[config.mk]
export PLATFORM = sky130hd
export DESIGN_NAME = bresenham_line_engine_flat
export DESIGN_NICKNAME = d
export VERILOG_FILES = /design/src/rtl/bresenham_line_engine_if.sv /design/src/rtl/bresenham_line_engine.sv /design/src/flat_wrapper.sv
export SDC_FILE = /design/constraint.sdc
export NUM_CORES = 1
export LEC_CHECK = 0
export ABC_AREA = 1
export ABC_CLOCK_PERIOD_IN_PS = 4200
export CAP_MARGIN = 15
export CORE_ASPECT_RATIO = 0.9
export CORE_MARGIN = 2
export CORE_UTILIZATION = 40
export CTS_CLUSTER_SIZE = 25
export DETAILED_ROUTE_END_ITERATION = 16
export MAX_ROUTING_LAYER = met4
export PLACE_DENSITY = 0.69
export SYNTH_ARGS = -nofsm -noshare
export SYNTH_HDL_FRONTEND = slang
export SYNTH_SLANG_ARGS = --single-unit
[constraint.sdc]
create_clock -name clk -period 4.2 [get_ports clk]
set_input_delay 0.84 -clock clk [delete_from_list [all_inputs] [get_ports clk]]
set_output_delay 0.84 -clock clk [all_outputs]
set_load 0.05 [all_outputs]
[src/rtl/bresenham_line_engine_if.sv]
// Line-draw handshake bundle between the line controller (master) and
// the Bresenham engine (slave). The frame-buffer pix_ready input is
// carried here as well, so the engine has a single bus port.
// Optional macro BLA_PIXEL_COUNT_EN adds the pixel_count signal.
interface bresenham_line_engine_if #(
  parameter int COORD_W = 8
);
  logic               draw_en;
  logic [COORD_W-1:0] x0;
  logic [COORD_W-1:0] y0;
  logic [COORD_W-1:0] x1;
  logic [COORD_W-1:0] y1;
  logic               pix_ready;
  logic [COORD_W-1:0] pixel_x;
  logic [COORD_W-1:0] pixel_y;
  logic               pixel_valid;
  logic               draw_done;
  logic               busy;
`ifdef BLA_PIXEL_COUNT_EN
  logic [COORD_W:0]   pixel_count;

  modport master (
    output draw_en, x0, y0, x1, y1, pix_ready,
    input  pixel_x, pixel_y, pixel_valid, draw_done, busy, pixel_count
  );

  modport slave (
    input  draw_en, x0, y0, x1, y1, pix_ready,
    output pixel_x, pixel_y, pixel_valid, draw_done, busy, pixel_count
  );
`else
  modport master (
    output draw_en, x0, y0, x1, y1, pix_ready,
    input  pixel_x, pixel_y, pixel_valid, draw_done, busy
  );

  modport slave (
    input  draw_en, x0, y0, x1, y1, pix_ready,
    output pixel_x, pixel_y, pixel_valid, draw_done, busy
  );
`endif
endinterface

[src/rtl/bresenham_line_engine.sv]
// Integer Bresenham line walker covering all octants. Latches a segment
// when draw_en is seen in IDLE, presents one pixel at a time and advances
// only when the frame buffer accepts it, then pulses draw_done and waits
// for draw_en to drop before it can be re-armed.
// Optional macro BLA_PIXEL_COUNT_EN adds an accepted-pixel counter output.
module bresenham_line_engine #(
  parameter int COORD_W = 8
) (
  input  logic                    clk,
  input  logic                    n_rst,
  bresenham_line_engine_if.slave  bus
);

  localparam int ERR_W = COORD_W + 3;

  localparam logic [2:0] S_IDLE  = 3'd0;
  localparam logic [2:0] S_LOAD  = 3'd1;
  localparam logic [2:0] S_PLOT  = 3'd2;
  localparam logic [2:0] S_DONE  = 3'd3;
  localparam logic [2:0] S_REARM = 3'd4;

  logic [2:0]                state_q, state_d;
  logic [COORD_W-1:0]        x0_q, x0_d, y0_q, y0_d, x1_q, x1_d, y1_q, y1_d;
  logic [COORD_W-1:0]        cur_x_q, cur_x_d, cur_y_q, cur_y_d;
  logic signed [COORD_W:0]   dx_q, dx_d, dy_q, dy_d;
  logic                      sx_pos_q, sx_pos_d, sy_pos_q, sy_pos_d;
  logic signed [ERR_W-1:0]   err_q, err_d, err_step;
  logic signed [ERR_W:0]     err2, dx_ext, dy_ext;
  logic [COORD_W-1:0]        abs_dx, abs_dy;
  logic                      plotting;
`ifdef BLA_PIXEL_COUNT_EN
  logic [COORD_W:0]          cnt_q, cnt_d;
`endif

  // Next-state logic: segment latch, setup of the Bresenham terms, and one step per accepted pixel
  always_comb begin
    state_d  = state_q;
    x0_d     = x0_q;
    y0_d     = y0_q;
    x1_d     = x1_q;
    y1_d     = y1_q;
    cur_x_d  = cur_x_q;
    cur_y_d  = cur_y_q;
    dx_d     = dx_q;
    dy_d     = dy_q;
    sx_pos_d = sx_pos_q;
    sy_pos_d = sy_pos_q;
    err_d    = err_q;
    err_step = err_q;
`ifdef BLA_PIXEL_COUNT_EN
    cnt_d    = cnt_q;
`endif
    abs_dx   = (x1_q >= x0_q) ? (x1_q - x0_q) : (x0_q - x1_q);
    abs_dy   = (y1_q >= y0_q) ? (y1_q - y0_q) : (y0_q - y1_q);
    err2     = $signed({err_q, 1'b0});
    dx_ext   = (ERR_W+1)'(dx_q);
    dy_ext   = (ERR_W+1)'(dy_q);

    case (state_q)
      S_IDLE: begin
        if (bus.draw_en) begin
          x0_d    = bus.x0;
          y0_d    = bus.y0;
          x1_d    = bus.x1;
          y1_d    = bus.y1;
          state_d = S_LOAD;
        end
      end
      S_LOAD: begin
        dx_d     = $signed({1'b0, abs_dx});
        dy_d     = -$signed({1'b0, abs_dy});
        sx_pos_d = (x0_q < x1_q);
        sy_pos_d = (y0_q < y1_q);
        err_d    = ERR_W'($signed({1'b0, abs_dx})) - ERR_W'($signed({1'b0, abs_dy}));
        cur_x_d  = x0_q;
        cur_y_d  = y0_q;
`ifdef BLA_PIXEL_COUNT_EN
        cnt_d    = '0;
`endif
        state_d  = S_PLOT;
      end
      S_PLOT: begin
        if (!bus.draw_en) begin
          state_d = S_IDLE;
        end else if (bus.pix_ready) begin
`ifdef BLA_PIXEL_COUNT_EN
          cnt_d = cnt_q + (COORD_W+1)'(1);
`endif
          if ((cur_x_q == x1_q) && (cur_y_q == y1_q)) begin
            state_d = S_DONE;
          end else begin
            if (err2 >= dy_ext) begin
              err_step = err_step + ERR_W'(dy_q);
              cur_x_d  = sx_pos_q ? (cur_x_q + COORD_W'(1)) : (cur_x_q - COORD_W'(1));
            end
            if (err2 <= dx_ext) begin
              err_step = err_step + ERR_W'(dx_q);
              cur_y_d  = sy_pos_q ? (cur_y_q + COORD_W'(1)) : (cur_y_q - COORD_W'(1));
            end
            err_d = err_step;
          end
        end
      end
      S_DONE:  state_d = S_REARM;
      S_REARM: if (!bus.draw_en) state_d = S_IDLE;
      default: state_d = S_IDLE;
    endcase
  end

  // State and datapath registers; reset clears everything, including a line in progress
  always_ff @(posedge clk or negedge n_rst) begin
    if (!n_rst) begin
      state_q  <= S_IDLE;
      x0_q     <= '0;
      y0_q     <= '0;
      x1_q     <= '0;
      y1_q     <= '0;
      cur_x_q  <= '0;
      cur_y_q  <= '0;
      dx_q     <= '0;
      dy_q     <= '0;
      sx_pos_q <= 1'b0;
      sy_pos_q <= 1'b0;
      err_q    <= '0;
`ifdef BLA_PIXEL_COUNT_EN
      cnt_q    <= '0;
`endif
    end else begin
      state_q  <= state_d;
      x0_q     <= x0_d;
      y0_q     <= y0_d;
      x1_q     <= x1_d;
      y1_q     <= y1_d;
      cur_x_q  <= cur_x_d;
      cur_y_q  <= cur_y_d;
      dx_q     <= dx_d;
      dy_q     <= dy_d;
      sx_pos_q <= sx_pos_d;
      sy_pos_q <= sy_pos_d;
      err_q    <= err_d;
`ifdef BLA_PIXEL_COUNT_EN
      cnt_q    <= cnt_d;
`endif
    end
  end

  assign plotting        = (state_q == S_PLOT);
  assign bus.pixel_valid = plotting;
  assign bus.pixel_x     = plotting ? cur_x_q : '0;
  assign bus.pixel_y     = plotting ? cur_y_q : '0;
  assign bus.draw_done   = (state_q == S_DONE);
  assign bus.busy        = (state_q != S_IDLE);
`ifdef BLA_PIXEL_COUNT_EN
  assign bus.pixel_count = cnt_q;
`endif

endmodule
[src/flat_wrapper.sv]
// flat-port wrapper written by rule: the top's interface ports become plain ports
module bresenham_line_engine_flat 
#(
  parameter int COORD_W = 8
)
  (clk, n_rst, bus_draw_en, bus_x0, bus_y0, bus_x1, bus_y1, bus_pix_ready, bus_pixel_x, bus_pixel_y, bus_pixel_valid, bus_draw_done, bus_busy);
  bresenham_line_engine_if #(.COORD_W(COORD_W)) bus_i ();
  input  logic clk;
  input  logic n_rst;
  input wire logic [$bits(bus_i.draw_en)-1:0] bus_draw_en;
  input wire logic [$bits(bus_i.x0)-1:0] bus_x0;
  input wire logic [$bits(bus_i.y0)-1:0] bus_y0;
  input wire logic [$bits(bus_i.x1)-1:0] bus_x1;
  input wire logic [$bits(bus_i.y1)-1:0] bus_y1;
  input wire logic [$bits(bus_i.pix_ready)-1:0] bus_pix_ready;
  output wire logic [$bits(bus_i.pixel_x)-1:0] bus_pixel_x;
  output wire logic [$bits(bus_i.pixel_y)-1:0] bus_pixel_y;
  output wire logic [$bits(bus_i.pixel_valid)-1:0] bus_pixel_valid;
  output wire logic [$bits(bus_i.draw_done)-1:0] bus_draw_done;
  output wire logic [$bits(bus_i.busy)-1:0] bus_busy;
  assign bus_i.draw_en = bus_draw_en;
  assign bus_i.x0 = bus_x0;
  assign bus_i.y0 = bus_y0;
  assign bus_i.x1 = bus_x1;
  assign bus_i.y1 = bus_y1;
  assign bus_i.pix_ready = bus_pix_ready;
  assign bus_pixel_x = bus_i.pixel_x;
  assign bus_pixel_y = bus_i.pixel_y;
  assign bus_pixel_valid = bus_i.pixel_valid;
  assign bus_draw_done = bus_i.draw_done;
  assign bus_busy = bus_i.busy;
  bresenham_line_engine #(.COORD_W(COORD_W)) u_core (.clk(clk), .n_rst(n_rst), .bus(bus_i));
endmodule
==> metrics.log <==
[metrics] post-place setup slack: 450 ps
[metrics] Starting Density: 41.1%
[metrics] remaining design rule violation count: 0
[metrics] Detail Placement HPWL: 15.3 mm
[metrics] most frequent cell on the critical path: sky130_fd_sc_hd__nand2_1
[metrics] Resize count post-CTS: 0
[metrics] series of cell instances along the critical path: inv_1 -> ha_1 -> inv_1 -> fa_1 -> nand2_1 -> nand2_1 -> o21ai_0 -> nand2_1 -> mux2i_1 -> xor2_1 -> inv_1 -> ha_1 -> nand3_1 -> nand3_1 -> nand2_1 -> nand2_1 -> a21oi_1 -> nor2_1 -> o21ai_0 -> a21oi_1 -> a21oi_1
[metrics] worst min-delay path category: primary input to asynchronous set/reset pin
[metrics] Longest Clk Path Bufs: 2
[metrics] pin count of the biggest net entering global routing: 82
[metrics] met2 routing resource usage after global routing: 31.4%
[metrics] number of sinks on the clock net: 81
[metrics] Fillers: 1919
[metrics] Arr. time, crit path: 4090 ps
[metrics] setup repair after global routing missed its margin: no
[metrics] layout cells sized above 1: 5.33%
[metrics] required time at the worst-slack endpoint: 4480 ps
[metrics] maximum clock frequency: 263 MHz
[metrics] H-tree Lvls: 3
[metrics] average instance area after synthesis: 6.99 um2
[metrics] boundary pin count: 55
[metrics] post-synthesis cell type count: 43
[metrics] overall die area: 20200 um2
[metrics] global-route total usage across every layer: 21.0%
[metrics] buffer type at the clock tree root: sky130_fd_sc_hd__clkbuf_16
[metrics] net count after synthesis: 1225
[metrics] Placement Rows: 47
[metrics] number of post-CTS setup repair buffers: 0
[metrics] grt peak-use layer: met2
[metrics] initial antenna violation count: 0
[metrics] placeable core region: 18500 um2
[metrics] kind of end point of the critical path: register
[metrics] Starting DRT DRC Count: 476
[metrics] clock-pin slew of the registers on the worst-case setup and hold paths: 70 ps
[metrics] met1 Usage GRT: 29.8%
[metrics] register-to-register setup slack: 390 ps
[metrics] reg2reg start: u_core.x1_q[0]
[metrics] antenna cell count: 0
[metrics] final sum of negative setup slack: 0 ps
[metrics] clock tree from TritonCTS: done
[metrics] Yosys reg bits: 81
[metrics] Num CTS Buffers: 9
[metrics] final setup vio count: 0
[metrics] post-detailed-route wirelength per cell: 14.3 um
[metrics] top_reg_cell synth: sky130_fd_sc_hd__dfrtp_1
[metrics] terminus of the critical flop-to-flop path: u_core.err_q[9]
[metrics] routed wire length: 19.9 mm
[metrics] height of the die: 135 um
[metrics] footprint of the multi-input gates: 4820 um2
[metrics] clock period minus worst slack: 3810 ps
[metrics] first drt pass iteration count: 5
[metrics] Slew Viols, Final: 0
[metrics] number of cells after detailed placement: 1372
[metrics] min setup slack post-route: 391 ps
[metrics] most common cell after layout, fill and taps aside: sky130_fd_sc_hd__nand2_1
[metrics] Tightest Pin Transition: 847 ps
[metrics] endpoints failing hold: 0
[metrics] clock latency at the later pin of the worst-skew pair: 350 ps
[metrics] EDFF count, synth: 0
[metrics] hold buffers post-CTS: 0
[metrics] Netlist Area Pre-Place: 7620 um2
[metrics] cells after synthesis: 1090
[metrics] maximum clock skew at final layout: 7.81 ps
[metrics] met3 routing resource usage after global routing: 2.47%
[metrics] leading cell types in the layout, fill and taps excluded: sky130_fd_sc_hd__nand2_1, sky130_fd_sc_hd__inv_1, sky130_fd_sc_hd__nor2_1, sky130_fd_sc_hd__a21oi_1, sky130_fd_sc_hd__ha_1
[metrics] total number of yosys warnings: 0
[metrics] share of async-settable or async-resettable flops after synthesis: 100%
[metrics] slowest cell on the critical path: sky130_fd_sc_hd__fa_1
[metrics] area growth from synthesis to layout: 13.7%
[metrics] category of the worst setup path launch point: register
[metrics] detail-routed via count per cell: 5.15
[metrics] delay of the slowest cell on the worst path: 410 ps
[metrics] Worst R2R Path Depth: 21
[metrics] part of the Yosys area used for sequential elements: 26.6%
[metrics] outcome: finished, final reports clean
[metrics] final period utilization: 90.7%
[metrics] number of maximum-capacitance violations: 0
[metrics] FF/Latch Area: 2030 um2
[metrics] Slew HR: 43.3%
[metrics] via count: 7150
[metrics] first-pass GRT wire length: 33.1 mm
[metrics] Port-buffer cells: 54
[metrics] post-layout net count: 1274
[metrics] gp weighted congestion: 0.947
[metrics] Antenna Nets Post-Route: 0
[metrics] class of the most critical setup path: register to register
[metrics] Finished Layout Cells: 1389
[metrics] critical-path maximum fanout: 11
[metrics] leftover overflow at the end of global routing: 0
[metrics] via count of the first global-routing pass: 6776
[metrics] Die W: 149 um
## per-layer routing
metal / up-vias / wire length, um / part of all wire (%)
met4: 0 / 333 / 1.7
met5: - / 0 / 0
li1: 3628 / - / -
met3: 27 / 898 / 4.5
met1: 3293 / 10200 / 51
met2: 202 / 8500 / 43
## cell type report
cell class                      instances  area share, %
Clock buffer                           11           2.80
Clock inverter                          5          0.462
Timing Repair Buffer                   61           6.58
Inverter                              177           7.67
Sequential cell                        81           23.4
Multi-Input combinational cell        809           55.6
Tap cell                              245           3.54
## through the flow
| stage | area, um2 | hold slack [ps] | utilization (%) |
|---|---|---|---|
| 6_report | 8670 | 337 | 46.8 |
| 5_1_grt | 8670 | 347 | 46.8 |
| 4_1_cts | 8640 | 525 | 46.6 |
| 3_5_place_dp | 8360 | 510 | 45.1 |
| 3_3_place_gp | 8360 | 506 | 45.1 |
| 2_1_floorplan | 7620 | 475 | - |
## cell usage after synthesis (4+ instances only)
cell type	n	area, um2
sky130_fd_sc_hd__o21bai_1	4	30.0
sky130_fd_sc_hd__ha_1	90	1130
sky130_fd_sc_hd__o21a_1	4	30.0
sky130_fd_sc_hd__inv_2	4	15.0
sky130_fd_sc_hd__a31oi_1	4	25.0
sky130_fd_sc_hd__o21ai_0	52	260
sky130_fd_sc_hd__nor2_1	102	383
sky130_fd_sc_hd__nand3_1	54	270
sky130_fd_sc_hd__o21ai_2	5	43.8
sky130_fd_sc_hd__a21oi_1	97	485
sky130_fd_sc_hd__fa_1	9	180
sky130_fd_sc_hd__o22ai_1	7	43.8
sky130_fd_sc_hd__xnor2_1	15	131
sky130_fd_sc_hd__o21ai_1	13	65.1
sky130_fd_sc_hd__clkbuf_1	16	60.1
sky130_fd_sc_hd__nand2_1	252	946
sky130_fd_sc_hd__o211ai_1	11	82.6
sky130_fd_sc_hd__o2111ai_1	4	35.0
sky130_fd_sc_hd__nor3_1	8	40.0
sky130_fd_sc_hd__xor2_1	35	307
sky130_fd_sc_hd__dfrtp_1	81	2030
sky130_fd_sc_hd__inv_1	173	649
sky130_fd_sc_hd__nand4_1	14	87.6
## sequential cells by signal (all words and copies together) (netlist names)
signal           count
u_core.y1_q          8
u_core.err_q        11
u_core.y0_q          8
u_core.dx_q          8
u_core.sx_pos_q      1
u_core.x0_q          8
u_core.sy_pos_q      1
u_core.x1_q          8
u_core.dy_q          9
u_core.cur_x_q       8
u_core.state_q       3
u_core.cur_y_q       8
## critical path, delay by kind of cell, from the launching register on
kind	cells	cell delay, ps
buffers and inverters	3	230
adders and majority gates	3	950
DFF	1	390
muxes	1	250
and+or+nand+nor	8	830
AOI/OAI and AO/OA	5	910
xor gates and xnor gates	1	200
## worst max path at each step
stage	start	slack [ps]	cells past startpoint	endpoint
after global routing	u_core.x1_q[0]	40	23	u_core.err_q[5]
after CTS	u_core.x1_q[0]	420	23	u_core.err_q[5]
after detailed placement	u_core.x1_q[0]	450	23	u_core.err_q[5]
after floorplan	u_core.x1_q[0]	790	24	u_core.err_q[5]
final	u_core.x1_q[0]	390	21	u_core.err_q[9]
after global placement	u_core.x1_q[0]	550	23	u_core.err_q[5]
## logic make-up (layout without fill, tap and decap cells)
logic type | Yosys count | after routing | share of synthesized area (%)
XOR/XNOR | 50 | 50 | 5.75
multiplexers | 1 | 1 | 0.131
adder cells (fa/ha/maj) | 99 | 99 | 17.1
AND/OR/NAND/NOR | 444 | 444 | 24.1
buffers and inverters | 200 | 254 | 10.2
flip-flops | 81 | 81 | 26.6
AO/OA/AOI/OAI | 215 | 215 | 16.1
Power is left out: the tool's default activity adds up to more than one toggle a clock period on the data nets, which glitch-free logic cannot reach.
